**config.mk**
```make
export PLATFORM = sky130hd
export DESIGN_NAME = noc_input_unit
export DESIGN_NICKNAME = d
export VERILOG_FILES = /design/src/rtl/noc_pkg.sv /design/src/rtl/flit_fifo.sv /design/src/rtl/noc_input_unit.sv
export SDC_FILE = /design/constraint.sdc
export NUM_CORES = 1
export LEC_CHECK = 0
export CAP_MARGIN = 10
export CORE_ASPECT_RATIO = 0.6
export CORE_MARGIN = 4
export CORE_UTILIZATION = 65
export CTS_BUF_LIST = sky130_fd_sc_hd__clkbuf_2
export CTS_CLUSTER_SIZE = 8
export DETAILED_ROUTE_END_ITERATION = 12
export DONT_BUFFER_PORTS = 1
export PLACE_DENSITY = 0.78
export SETUP_SLACK_MARGIN = 0.4
export SLEW_MARGIN = 20
export SYNTH_ARGS = -nofsm -noshare
export SYNTH_HDL_FRONTEND = slang
export SYNTH_HIERARCHICAL = 1
export SYNTH_SLANG_ARGS = --single-unit
```
**constraint.sdc**
```tcl
create_clock -name clk -period 5 [get_ports clk]
set_input_delay 1.5 -clock clk [delete_from_list [all_inputs] [get_ports clk]]
set_output_delay 1.5 -clock clk [all_outputs]
set_load 0.02 [all_outputs]
```
**src/rtl/noc_pkg.sv**
```systemverilog
// Shared definitions for the NoC input unit: flit field offsets and route labels.
package noc_pkg;

  localparam int DATASIZE = 40;

  // Flit field offsets (LSB positions) and widths
  localparam int SRC_LSB  = 36;
  localparam int SRC_W    = 4;
  localparam int DST_LSB  = 32;
  localparam int DSTX_LSB = 34;
  localparam int DSTY_LSB = 32;
  localparam int DXY_W    = 2;
  localparam int TS_LSB   = 24;
  localparam int TS_W     = 8;
  localparam int DATA_LSB = 2;
  localparam int DATA_W   = 22;
  localparam int TYPE_LSB = 0;
  localparam int TYPE_W   = 2;

  // One-hot output-port request labels
  localparam logic [3:0] LBL_NONE = 4'b0000;
  localparam logic [3:0] LBL_L    = 4'b0001;
  localparam logic [3:0] LBL_N    = 4'b0010;
  localparam logic [3:0] LBL_S    = 4'b0100;
  localparam logic [3:0] LBL_W    = 4'b1000;

endpackage

```
**src/rtl/flit_fifo.sv**
```systemverilog
// Flit buffer: DEPTH-entry circular FIFO with occupancy count and registered full.
module flit_fifo import noc_pkg::*; #(
  parameter int DEPTH = 8,
  parameter int WIDTH = 3,
  parameter int DW    = noc_pkg::DATASIZE
) (
  input  logic          clk,
  input  logic          rst_n,
  input  logic          push,
  input  logic          pop,
  input  logic [DW-1:0] wdata,
  output logic [DW-1:0] head,
  output logic          empty,
  output logic          full,
  output logic [WIDTH:0] count
);

  logic [DW-1:0]  mem_q [DEPTH];
  logic [WIDTH-1:0] wr_ptr_q, rd_ptr_q;
  logic [WIDTH:0]   cnt_q, cnt_d;
  logic             full_q;
  logic             do_push, do_pop;

  // A push offered while full is dropped; the sender holds it
  assign do_push = push && !full_q;
  assign do_pop  = pop && !empty;
  assign empty   = (cnt_q == '0);
  assign full    = full_q;
  assign count   = cnt_q;
  assign head    = empty ? '0 : mem_q[rd_ptr_q];

  // Occupancy next-state: simultaneous push and pop leaves it unchanged
  always_comb begin
    cnt_d = cnt_q + (WIDTH+1)'(do_push) - (WIDTH+1)'(do_pop);
  end

  // Pointers, count and full flag; pointers wrap naturally at 2^WIDTH
  always_ff @(posedge clk or negedge rst_n) begin
    if (!rst_n) begin
      wr_ptr_q <= '0;
      rd_ptr_q <= '0;
      cnt_q    <= '0;
      full_q   <= 1'b0;
    end else begin
      if (do_push) wr_ptr_q <= wr_ptr_q + 1'b1;
      if (do_pop)  rd_ptr_q <= rd_ptr_q + 1'b1;
      cnt_q  <= cnt_d;
      full_q <= (cnt_d == (WIDTH+1)'(DEPTH));
    end
  end

  // Storage array; contents are masked by empty, so no reset needed
  always_ff @(posedge clk) begin
    if (do_push) mem_q[wr_ptr_q] <= wdata;
  end

endmodule

```
**src/rtl/noc_input_unit.sv**
```systemverilog
// Router input port: buffers flits, XY-routes the head flit, drops East-bound flits.
module noc_input_unit import noc_pkg::*; #(
  parameter int DEPTH    = 8,
  parameter int WIDTH    = 3,
  parameter int DATASIZE = noc_pkg::DATASIZE,
  parameter int LOC_X    = 3,
  parameter int LOC_Y    = 0
) (
  input  logic                clk,
  input  logic                rst_n,
  input  logic                data_valid,
  input  logic [DATASIZE-1:0] data_in,
  output logic                full,
  output logic [3:0]          label,
  output logic [DATASIZE-1:0] data_out,
  input  logic                ready,
  output logic                route_err
);

  localparam logic [DXY_W-1:0] LX = DXY_W'(LOC_X);
  localparam logic [DXY_W-1:0] LY = DXY_W'(LOC_Y);

  logic [DATASIZE-1:0] head;
  logic                empty;
  logic                illegal;
  logic                pop;
  logic [WIDTH:0]      count;
  logic [DXY_W-1:0]    dx, dy;

  flit_fifo #(.DEPTH(DEPTH), .WIDTH(WIDTH), .DW(DATASIZE)) u_fifo (
    .clk   (clk),
    .rst_n (rst_n),
    .push  (data_valid),
    .pop   (pop),
    .wdata (data_in),
    .head  (head),
    .empty (empty),
    .full  (full),
    .count (count)
  );

  assign dx = head[DSTX_LSB +: DXY_W];
  assign dy = head[DSTY_LSB +: DXY_W];

  // XY route of the head flit: x first, then y; x beyond us would need East
  always_comb begin
    label   = LBL_NONE;
    illegal = 1'b0;
    if (!empty) begin
      if (dx < LX)      label   = LBL_W;
      else if (dx > LX) illegal = 1'b1;
      else if (dy > LY) label   = LBL_N;
      else if (dy < LY) label   = LBL_S;
      else              label   = LBL_L;
    end
  end

  // Granted heads leave on ready; illegal heads are discarded unconditionally
  assign pop       = (ready && (label != LBL_NONE)) || illegal;
  assign route_err = illegal;
  assign data_out  = head;

  logic unused_ok;
  assign unused_ok = ^count;

endmodule

```
Word-level counts from Yosys, hierarchy flattened
Memory sizes are Yosys's and may differ from the RTL's.
Cells that the tools add are included.
- reductions and logical operators: 8
- magnitude comparators: 4
- add/subtract/negate cells: 4
- eq/ne operators: 1
- mux-type cells: 11
- operators with widths (kind ; count):
    $mux 40 ; 1
    $mux 3 ; 3
    $mux 4 ; 2
    $add 3x1->3 const B ; 2
    $mux 1 ; 5
    $add 4x1->4 ; 1
    $eq 4x4->1 const B ; 1
    $logic_not 4->1 ; 1
    $reduce_bool 4->1 ; 1
    $sub 4x1->4 ; 1
    $logic_and 1x1->1 ; 3
    $gt 2x1->1 const B ; 1
    $gt 2x2->1 const B ; 1
    $logic_not 1->1 ; 2
    $lt 2x1->1 const B ; 1
    $lt 2x2->1 const B ; 1
    $logic_or 1x1->1 ; 1
- input bits: 44
- RAM bits: 320
- flip-flop bits (word level): 11
- output and inout port bits: 46
- memories: 1
- memories (name ; depth ; width ; rd ports ; clocked after Yosys merged registers in ; wr ports ; RTL line ; source):
    u_fifo.mem_q ; 8 ; 40 ; 1 ; 0 ; 1 ; flit_fifo.sv:18 ; logic [DW-1:0] mem_q [DEPTH];

Logic depth before layout (Yosys ltp)
- word-level depth: 14
- mapped depth: 14
- gate-level depth less buffers: 14

Modules after synthesis
The synthesis kept the hierarchy.
- by module, submodules not included (module ; area an instance (um^2) ; seq. area each (um^2) ; cells an instance ; instances):
    flit_fifo ; 12643.4 ; 9884.5 ; 527 ; 1
    noc_input_unit ; 57.6 ; 0.0 ; 9 ; 1

Worst setup path before layout
OpenSTA, ideal clock, no wires.
- kind: input -> register
- start point: input port data_valid
- end point: memory u_fifo/mem_q[0][0] (netlist bit), enable pin
- setup time: 487 ps
- stages on the path: 3
- slack: -213 ps
- arrival: 4726 ps
- data required time: 4513 ps
- cell sequence: nor2b_1 nand2b_1 nor3_1
- word-level cells in the longest chain between the ends: 3
- RTL lines (what ; RTL line ; source):
    start: declaration ; noc_input_unit.sv:11 ; input logic data_valid,
    $logic_and 1x1->1 ; flit_fifo.sv:25 ; assign do_push = push && !full_q;
    $mux 1 ; flit_fifo.sv:54 ; if (do_push) mem_q[wr_ptr_q] <= wdata;
    $mux 1 (not written as such) ; flit_fifo.sv:54 ;
    end: declaration ; flit_fifo.sv:18 ;
No other way between the ends.

Worst setup path in the final report
- start point: register u_fifo.cnt_q[2] (netlist: u_fifo/count[2])
- end point: output port label[0]
- word-level cells in the longest chain between the ends: 8
- elaborated cells on any way between the ends: 11
- classes of those cells: order compare: 4; mux: 6; reduce/logical: 1
- RTL lines (what ; RTL line ; source):
    start: declaration ; flit_fifo.sv:20 ; logic [WIDTH:0] cnt_q, cnt_d;
    start signal: assignment ; flit_fifo.sv:47 ; cnt_q <= cnt_d;
    $logic_not 4->1 * ; flit_fifo.sv:27 ; assign empty = (cnt_q == '0);
    net empty ; noc_input_unit.sv:24 ; logic empty;
    $mux 40 * ; flit_fifo.sv:30 ; assign head = empty ? '0 : mem_q[rd_ptr_q];
    net data_out[33] ; noc_input_unit.sv:15 ; output logic [DATASIZE-1:0] data_out,
    $lt 2x1->1 ; noc_input_unit.sv:53 ; else if (dy < LY) label = LBL_S;
    $mux 3 ; noc_input_unit.sv:53 ;
    $mux 3 * ; noc_input_unit.sv:52 ; else if (dy > LY) label = LBL_N;
    $mux 3 * ; noc_input_unit.sv:51 ; else if (dx > LX) illegal = 1'b1;
    $mux 4 * ; noc_input_unit.sv:50 ; if (dx < LX) label = LBL_W;
    $mux 4 * ; noc_input_unit.sv:49 ; if (!empty) begin
    end: declaration ; noc_input_unit.sv:14 ; output logic [3:0] label,
Mark *: on every way through the listed nets, which the timed path passes. The rest lies on a longest branch.

==> metrics.cfg <==
[power_and_ir_drop]
powerDensity_mw_per_mm2 = 578
leakage_nw = 4.55
p_total_mw = 7.94
irDropWorstVdd_v = 0.000352

[critical_path]
worst_setup_path_start_kind = flop
startpoint = u_fifo/count[2]
r2r_end = u_fifo/full
worstPathArrival_ns = 2.91
worstPathRequired_ns = 3.50
r2r_cells = 14
rrSetupSlack_ns = 1.60
end_kind = primary output
critPathKind = reg2out
cp_max_fo = 7
r2r_start = u_fifo/count[2]

[clocking]
htree_num_levels = 3
cts_tree = built
clkTransAtPathRegs_ns = 0.12
clk_latency_ns = 0.79
cts_buffer_depth = 3
clockRootBuffer = clkbuf_2
clock_sinks = 331
cts_inserted_buffers = 74

[yosys]
synth_edf_count = 320
avgSynthCellArea_um2 = 23.7
synthArstFlopShare = 0.0332
synth_area_mm2 = 0.0127
synth_cell_type_count = 31
synth_cells = 536
synthFlopType = edfxtp_1
ys_ff_latch = 331
synth_seq_area_share = 0.778
yosysWarnings = 6

[grt]
grt_max_degree = 53
grt_pass1_vias = 6069
grtUsageTotal = 0.219
grt_overflow = 0
grt_pass1_wl_um = 35700
antenna_found_initial = 0

[route]
drtIter0Drc = 537
drc = 0
via_count = 5664
wl_um = 23200
wire_per_inst_um = 25.6
ant_nets = 0
via_per_inst = 6.25
firstDrtPassIters = 4

[finish]
num-nets-final = 655
fin_area_mm2 = 0.0137
instances_no_fill = 906
fin_util = 0.718
layout-drive-gt1-share = 0.327
ff_latch_area_mm2 = 0.00989
fill_cells = 1160
multi_input_area_mm2 = 0.00265
area_delta_synth_final_pct = 8.10
antennaDiodeCount = 0

[die]
initial_core_util = 0.664
ios = 90
placement_rows = 39
die_w_um = 188
die_area_mm2 = 0.0219
die_h_um = 116
core-area_mm2 = 0.0191

[sta]
fin_ws_ns = 0.588
finalCritPeriodShare = 0.882
tightest_slew_ns = 0.709
maxSlewViolCount = 0
slew_headroom = 0.526
tns_ns = 0
max_freq_mhz = 227
skew_ns = 0.0814
finalHoldViolCount = 0
fin_hold_ws_ns = 0.404
period_minus_slack_ns = 4.41
setup_viol = 0
rsz0062_at_grt = no

[worst_hold_path]
hold_class = in2async

[place]
io_buffer_count = 0
dp_hpwl_um = 13000
gp_routability_congestion = 0.715
place_area_mm2 = 0.0131
place_inst = 790
dp_slack_ns = 1.13

[run_status]
outcome = completed

[flow_run]
cap_violations = 0

## report_power, final
part	internal (mW)	switching [mW]	total, mW
Sequential	3.48	0.229	3.71
Clock	0.623	0.945	1.57
Combinational	1.09	1.57	2.65
## layout by cell type (no fill, tap or decap), drive strengths merged, types with 5 or more instances in the layout
master	instances
ha	7
dfrtp	11
edfxtp	320
clkbuf	98
buf	19
clkinv	13
a22o	40
nand2	5
nor2	8
mux4	80
inv	8
## how the worst max path moves through the flow
stage | to | slack (ns) | depth (start not counted)
final | label[0] | 0.59 | 7
after CTS | label[1] | 0.39 | 8
after global routing | label[0] | 0.41 | 7
after detailed placement | label[1] | 1.13 | 8
after global placement | label[0] | 1.16 | 3
after floorplan | u_fifo/mem_q[1][0] | 0.86 | 3
## kinds of logic after synthesis
group           share of synthesized area
xor+xnor                          0.00414
other cells                      0.000295
simple gates                       0.0118
buf+inv                            0.0203
mux                                 0.148
fa+ha+maj                         0.00847
compound gates                     0.0290
flops                               0.778
## final cells by class
cell class	instances	area share
clock buffers	98	0.0357
clock inverters	15	0.00838
inverters	8	0.00219
multi-input cells	169	0.193
flip-flops and latches	331	0.720
well taps	266	0.0242
repair buffers	19	0.0159
## state kept, by name, indices dropped and copies added, names as in the netlist
name             count
u_fifo/count         4
u_fifo/rd_ptr_q      3
u_fifo/wr_ptr_q      3
u_fifo/mem_q       320
u_fifo/full          1
## timing repair
action                                  in CTS  in global routing
gates resized for setup                      2                  0
pin swaps                                    0                  1
endpoints found under the setup margin       2                 31
hold buffers                                 0                  0
buffers inserted                             0                  3
## cell usage after synthesis (2+ instances only)
cell	n	area, um^2
xor2_1	3	26.3
inv_1	8	30.0
dfrtp_1	11	275
mux4_1	11	289
ha_1	7	87.6
mux4_2	69	1550
edfxtp_1	320	9610
nor2_1	8	30.0
nand2_1	5	18.8
clkbuf_1	7	26.3
buf_6	14	158
nor3_1	3	15.0
xnor2_1	3	26.3
mux2_2	3	33.8
a22o_1	40	350
buf_4	2	15.0
nand2b_1	3	18.8
a21oi_1	2	10.0
buf_2	5	25.0
## per-layer routing
metal | wire length [um] | GRT usage | up-vias
met5 | 0 | 0 | -
met4 | 242 | 0.0631 | 0
met3 | 1890 | 0.0765 | 29
met2 | 11800 | 0.356 | 199
met1 | 9260 | 0.292 | 2990
li1 | - | - | 2446
## worst max-delay path, stage by stage (launching register included)
cell and delay, ns:
dfrtp_1 0.37, inv_1 0.08, ha_1 0.16, or3b_4 0.41
inv_1 0.23, nor2_4 0.11, a22o_1 0.34, nor4_4 0.44
No activity file was read; power rests on OpenSTA's default activity.
==> RTL edit 1, RTL diff (same flow settings) <==
Reset style: synchronous (`rst_n`), changed in one clocked block.
--- a/src/rtl/flit_fifo.sv
+++ b/src/rtl/flit_fifo.sv
@@ -35,7 +35,7 @@
   end
 
   // Pointers, count and full flag; pointers wrap naturally at 2^WIDTH
-  always_ff @(posedge clk or negedge rst_n) begin
+  always_ff @(posedge clk) begin
     if (!rst_n) begin
       wr_ptr_q <= '0;
       rd_ptr_q <= '0;
Function: differs if rst_n is asserted again (counterexample within 4 cycles, from zero or initial values and one cycle with rst_n low); with rst_n held inactive, the same outputs for 4 cycles.
==> RTL edit 1 against the original RTL <==
  * Register-to-register slack worse by 60 ps
  * Fmax is 0.14% higher
  * Combinational power is 32% lower
  * Synthesized cell count is 3.9% higher
  * Total power is 15% lower
  * Setup slack better by 6.0 ps
  * Wire length is 8.6% higher
  * Area after synthesis is 1.8% higher
  * Sequential cell count is 3 higher
  * Die area is 1.7% higher
  * Via count is 6.7% higher
  * Final area is 1.8% higher
  * Sequential power is 10% lower
  * Worst hold slack better by 100 ps
  * Largest power group unchanged
==> RTL edit 1: results (changes against the original RTL) <==
STA
  • Clock skew: 51.6 ps (-29.8 ps)
  • Slew at the pin with the worst max-slew slack: 829 ps (+120 ps)

Global route
  • Antenna violations before repair: 0 (unchanged)
  • First-pass GRT wire length: 37.3 mm (+4.6%)
  • Gr usage total: 0.229 (+0.0100)
  • Pin count of the biggest net entering global routing: 55 (+3.8%)
  • Vias in the first global route: 6310 (+4.0%)

Placement
  • Placement Cell Area: 13200 um^2 (+1.1%)
  • I/O Buffers: 0 (unchanged)
  • GPL Wtd Cong: 0.794 (+11%)
  • Detail Placement HPWL: 13.5 mm (+4.0%)

Drt
  • DRT iter0 DRCs: 621 (+16%)
  • Final ANT Viol Nets: 0 (unchanged)
  • 1st-pass router iterations: 5 (+1)
  • Drt wl/cell: 26.9 um (+5.3%)
  • Via count: 6045 (+6.7%)

Finish
  • Largest Register: u_fifo/mem_q
  • # diodes: 0 (unchanged)
  • # fillers: 1126 (-2.9%)
  • Max FFs per register: 320 (unchanged)
  • Final nets: 672 (+2.6%)
  • Share of cells above drive strength 1: 0.281 (-0.0451)

Synth
  • EDFF count, synth: 320 (unchanged)
  • XOR/XNOR Fraction of Synth Area: 0.00203 (-0.00211)
  • Compound-Gate Fraction of Synth Area: 0.0312 (+0.00219)
  • Post-synth cell types: 36 (+16%)
  • YS warnings: 6 (unchanged)
  • Register area share after synthesis: 0.765 (-0.0135)
  • Post-synth top flop: edfxtp_1
  • Adder-Cell Fraction of Synth Area: 0.00735 (-0.00112)
  • Top post-synthesis cells by count: edfxtp_1 (320), mux4_2 (41), a22o_1 (40)
  • Top post-synthesis cells by area: edfxtp_1 (74%), mux4_1 (7.9%), mux4_2 (7.1%), a22o_1 (2.7%), dfxtp_1 (2.2%)
  • Mux cell area share after synthesis: 0.155 (+0.00674)
  • Post-synth ARST share: 0 (-0.0332)

Power
  • Leak pwr: 4.58 nW (+0.57%)
  • Worst IR Drop VDD: 300 uV (-15%)
  • NetSw: 0.00215 W (-21%)

CTS
  • Clk pin slew, worst setup/hold paths: 100 ps (-20 ps)
  • CTS root buf: clkbuf_2
  • H-tree levels: 3 (unchanged)
  • Skew-Pair Late Insertion Delay: 820 ps (+30 ps)
  • Number of buffers on the longest clock path: 3 (unchanged)
  • CTS Buf Count: 72 (-2.7%)

Worst setup path
  • Max incr delay on CP: 380 ps (-60 ps)
  • Worst path slowest cell: a22o_1
  • Worst Path Arrival: 2910 ps (about the same)
  • CP max FO: 6 (-1)

Run status
  • Status: finished clean

Worst hold path
  • Hold Crit Class: reg -> reg
RTL edit 1: path summary, 6_finish.rpt:
kind                                                       from                     end  slack [ps]  cells past startpoint
worst min register to register  u_fifo/rd_ptr_q[2]$_SDFFE_PN0P_                    flop         510                      2
worst max-delay path                 u_fifo/count[3]$_SDFF_PN0_                label[1]         590                      8
worst max register to register       u_fifo/count[3]$_SDFF_PN0_  u_fifo/full$_SDFF_PN0_        1540                     14
worst min-delay path            u_fifo/rd_ptr_q[2]$_SDFFE_PN0P_                    flop         510                      2
RTL edit 1: critical path, delay by kind of cell, from the launching register on:
kind	cells	cell delay, ps
flops	1	330
compound gates	1	380
fa+ha+maj	1	170
simple gates	4	1040
buf+inv	2	200
RTL edit 1: metal layers:
metal,global-route usage,vias up,wire length (um)
li1,-,2561,-
met1,0.300,3171,10200
met2,0.372,281,12200
met3,0.0898,32,2460
met4,0.0617,0,301
met5,0,-,0
RTL edit 1: area by class of cell:
cell class	count	area, um^2	area share
multi-input combinational	190	2880	0.206
sequential	334	9900	0.708
timing repair buffer	17	201	0.0144
clock inverter	21	140	0.0100
inverter	6	26.3	0.00188
clock buffer	100	500	0.0358
tap	266	333	0.0238
RTL edit 1: logic make-up (layout without fill, tap and decap cells):
logic type,after synthesis,in the layout
compound gates,50,50
xor+xnor,3,3
fa+ha+maj,7,7
buf+inv,36,144
flops,334,334
mux,85,85
other cells,1,2
simple gates,41,43
RTL edit 1: repair_timing:
item	4_1_cts	5_1_grt
hold buffers	0	0
gates resized for setup	3	7
buffers inserted	2	3
hold endpoints to repair	0	0
pin swaps	1	1
endpoints found under the setup margin	12	29
gates cloned	1	1
RTL edit 1: through the flow:
step / std cells / setup WS (ps) / util / power [W]
after floorplan: 558 / 857 / - / 0.00475
after global placement: 806 / 1110 / 0.686 / 0.00503
after detailed placement: 806 / 934 / 0.686 / 0.00508
after CTS: 930 / 406 / 0.721 / 0.00673
after global routing: 934 / 392 / 0.725 / 0.00707
final: 934 / 594 / 0.725 / 0.00675
RTL edit 1: power by group through the flow:
| stage | combinational [W] | clock [W] | sequential (W) |
|---|---|---|---|
| 2_1_floorplan | 0.00141 | 0 | 0.00334 |
| 3_3_place_gp | 0.00163 | 0 | 0.00340 |
| 3_5_place_dp | 0.00166 | 0 | 0.00342 |
| 4_1_cts | 0.00172 | 0.00166 | 0.00335 |
| 5_1_grt | 0.00190 | 0.00182 | 0.00335 |
| 6_report | 0.00181 | 0.00161 | 0.00333 |
==> RTL edit 2, RTL diff (same settings) <==
Made on the original files. `WIDTH` is set to 3 in 2 places; all go to 2.
--- a/src/rtl/flit_fifo.sv
+++ b/src/rtl/flit_fifo.sv
@@ -1,7 +1,7 @@
 // Flit buffer: DEPTH-entry circular FIFO with occupancy count and registered full.
 module flit_fifo import noc_pkg::*; #(
   parameter int DEPTH = 8,
-  parameter int WIDTH = 3,
+  parameter int WIDTH = 2,
   parameter int DW    = noc_pkg::DATASIZE
 ) (
   input  logic          clk,
--- a/src/rtl/noc_input_unit.sv
+++ b/src/rtl/noc_input_unit.sv
@@ -1,7 +1,7 @@
 // Router input port: buffers flits, XY-routes the head flit, drops East-bound flits.
 module noc_input_unit import noc_pkg::*; #(
   parameter int DEPTH    = 8,
-  parameter int WIDTH    = 3,
+  parameter int WIDTH    = 2,
   parameter int DATASIZE = noc_pkg::DATASIZE,
   parameter int LOC_X    = 3,
   parameter int LOC_Y    = 0
Behaviour: not the same (a bounded check fails within 4 cycles, from zero or initial values and one cycle with rst_n low).
==> RTL edit 2 against the original RTL <==
  * Via count shrank 52%
  * Area after synthesis shrank 48%
  * Total power shrank 47%
  * Critical path depth shrank 4
  * Wire length shrank 54%
  * Setup slack gained 110 ps
  * Sequential cell count shrank 163
  * Final area shrank 50%
==> RTL edit 2: results (changes against the original RTL) <==
Placement
  • Detail Placement HPWL: 6.28 mm (-52%)
  • Pre-CTS setup slack: 1200 ps (+73.6 ps)
  • Placement Cell Area: 6650 um^2 (-49%)
  • GPL Wtd Cong: 0.759 (+6.2%)
  • I/O Buffers: 0 (unchanged)
  • Placed cell count: 423 (-46%)

CTS
  • CTS root buf: clkbuf_2
  • CTS Buf Count: 17 (-77%)
  • Clk pin slew, worst setup/hold paths: 200 ps (+80 ps)
  • Number of buffers on the longest clock path: 2 (-1)
  • H-tree levels: 4 (+1)
  • Skew-Pair Late Insertion Delay: 680 ps (-110 ps)
  • Setup repair bufs after CTS: 0 (unchanged)

STA
  • Max Freq: 233 MHz (+2.7%)
  • Clock skew: 22.2 ps (-59.2 ps)
  • Fin Hold WS: 493 ps (+89.7 ps)
  • Slew HR: 0.278 (-0.249)

Worst hold path
  • Hold Crit Class: in -> async

Worst setup path
  • Worst r2r src: u_fifo/count[1]$_DFF_PN0_
  • Reg-to-reg slack, setup: 1350 ps (-250 ps)
  • Worst Path Arrival: 2800 ps (-110 ps)
  • Setup crit end: label[0]
  • Reg2reg path depth: 13 (-1)
  • Critical Path Start: u_fifo/rd_ptr_q[0]$_DFFE_PN0P_
  • Reg2reg end: u_fifo/full$_DFF_PN0_
  • CP max FO: 23 (+16)

Power
  • Worst IR Drop VDD: 330 uV (-6.2%)
  • Leak pwr: 2.25 nW (-51%)
  • Switching Share: 0.347 (+0.00155)

Global route
  • Pin count of the biggest net entering global routing: 41 (-23%)
  • Met2 Use GR: 0.308 (-0.0481)
  • First-pass GRT wire length: 16.7 mm (-53%)
  • Antenna violations before repair: 0 (unchanged)
  • Gr usage total: 0.194 (-0.0250)
  • Met1 usage: 0.243 (-0.0493)
  • Vias in the first global route: 3014 (-50%)
  • Met3 usage: 0.100 (+0.0238)

Drt
  • 1st-pass router iterations: 4 (unchanged)
  • Drt via density: 6.02 (-3.7%)
  • Routed Wire Length: 10.7 mm (-54%)
  • DRT iter0 DRCs: 202 (-62%)
  • Via count: 2732 (-52%)

Run status
  • Status: finished clean

Finish
  • # diodes: 0 (unchanged)
  • Largest Register: u_fifo/mem_q
  • # fillers: 615 (-47%)
  • Max FFs per register: 160 (-50%)
  • Area occupied by multi-input gates: 1430 um^2 (-46%)
  • Final nets: 358 (-45%)
  • Share of cells above drive strength 1: 0.241 (-0.0852)

Synth
  • YS warnings: 6 (unchanged)
  • Post-synth ARST share: 0.0476 (+0.0144)
  • Register area share after synthesis: 0.759 (-0.0195)
  • EDFF count, synth: 160 (-50%)
  • Top post-synthesis cells by area: edfxtp_1 (73%), mux4_2 (13%), and2_1 (4.2%), dfrtp_1 (3.0%), buf_12 (1.2%)
  • Synthesized area per cell: 22.0 um^2 (-7.2%)
  • Post-synth cell types: 27 (-13%)
  • Top post-synthesis cells by count: edfxtp_1 (160), and2_1 (44), mux4_2 (38)
RTL edit 2: cell count changes after synthesis, sizes merged, moves of 4 or more:
cell	delta
nor2	-7
and2	+43
mux4	-40
edfxtp	-160
a22o	-40
nand2	-4
buf	-11
RTL edit 2: power by group through the flow:
| stage | Sequential [W] | Clock [W] | Combinational [W] |
|---|---|---|---|
| floorplan | 0.00193 | 0 | 0.00135 |
| global placement | 0.00203 | 0 | 0.00140 |
| detailed placement | 0.00205 | 0 | 0.00142 |
| CTS | 0.00202 | 0.000767 | 0.00143 |
| global route | 0.00205 | 0.000835 | 0.00152 |
| finish | 0.00201 | 0.000750 | 0.00141 |
RTL edit 2: final cells by class:
| cell class | instances | share of cell area |
|---|---|---|
| clock inverters | 12 | 0.0228 |
| multi-input cells | 109 | 0.207 |
| repair buffers | 3 | 0.00326 |
| inverters | 8 | 0.00434 |
| well taps | 135 | 0.0244 |
| flip-flops and latches | 168 | 0.725 |
| clock buffers | 19 | 0.0138 |
RTL edit 2: what timing repair did:
| item | CTS | global route |
|---|---|---|
| setup endpoints to repair | 1 | 0 |
| resized for setup | 1 | 0 |
| hold buffers | 0 | 0 |
| hold endpoints to repair | 0 | 0 |
RTL edit 2: cells by family (layout without fill, tap and decap cells):
kind of cell	Yosys count	in the layout	synth area share
compound gates	3	3	0.00322
xor+xnor	4	4	0.00759
fa+ha+maj	7	7	0.0144
buf+inv	24	42	0.0266
flops	168	168	0.759
mux	41	41	0.139
other cells	1	2	0.000568
simple gates	52	52	0.0495
RTL edit 2: worst max-delay path, stage by stage (launching register included):
cell and delay, ps:
dfrtp_4 760, mux4_2 560, and2_1 270, nor4_2 550
RTL edit 2: routing by layer:
layer	vias up	routed length, um
met2	100	5180
li1	1205	-
met1	1422	4370
met3	5	1130
met4	0	56
met5	-	0
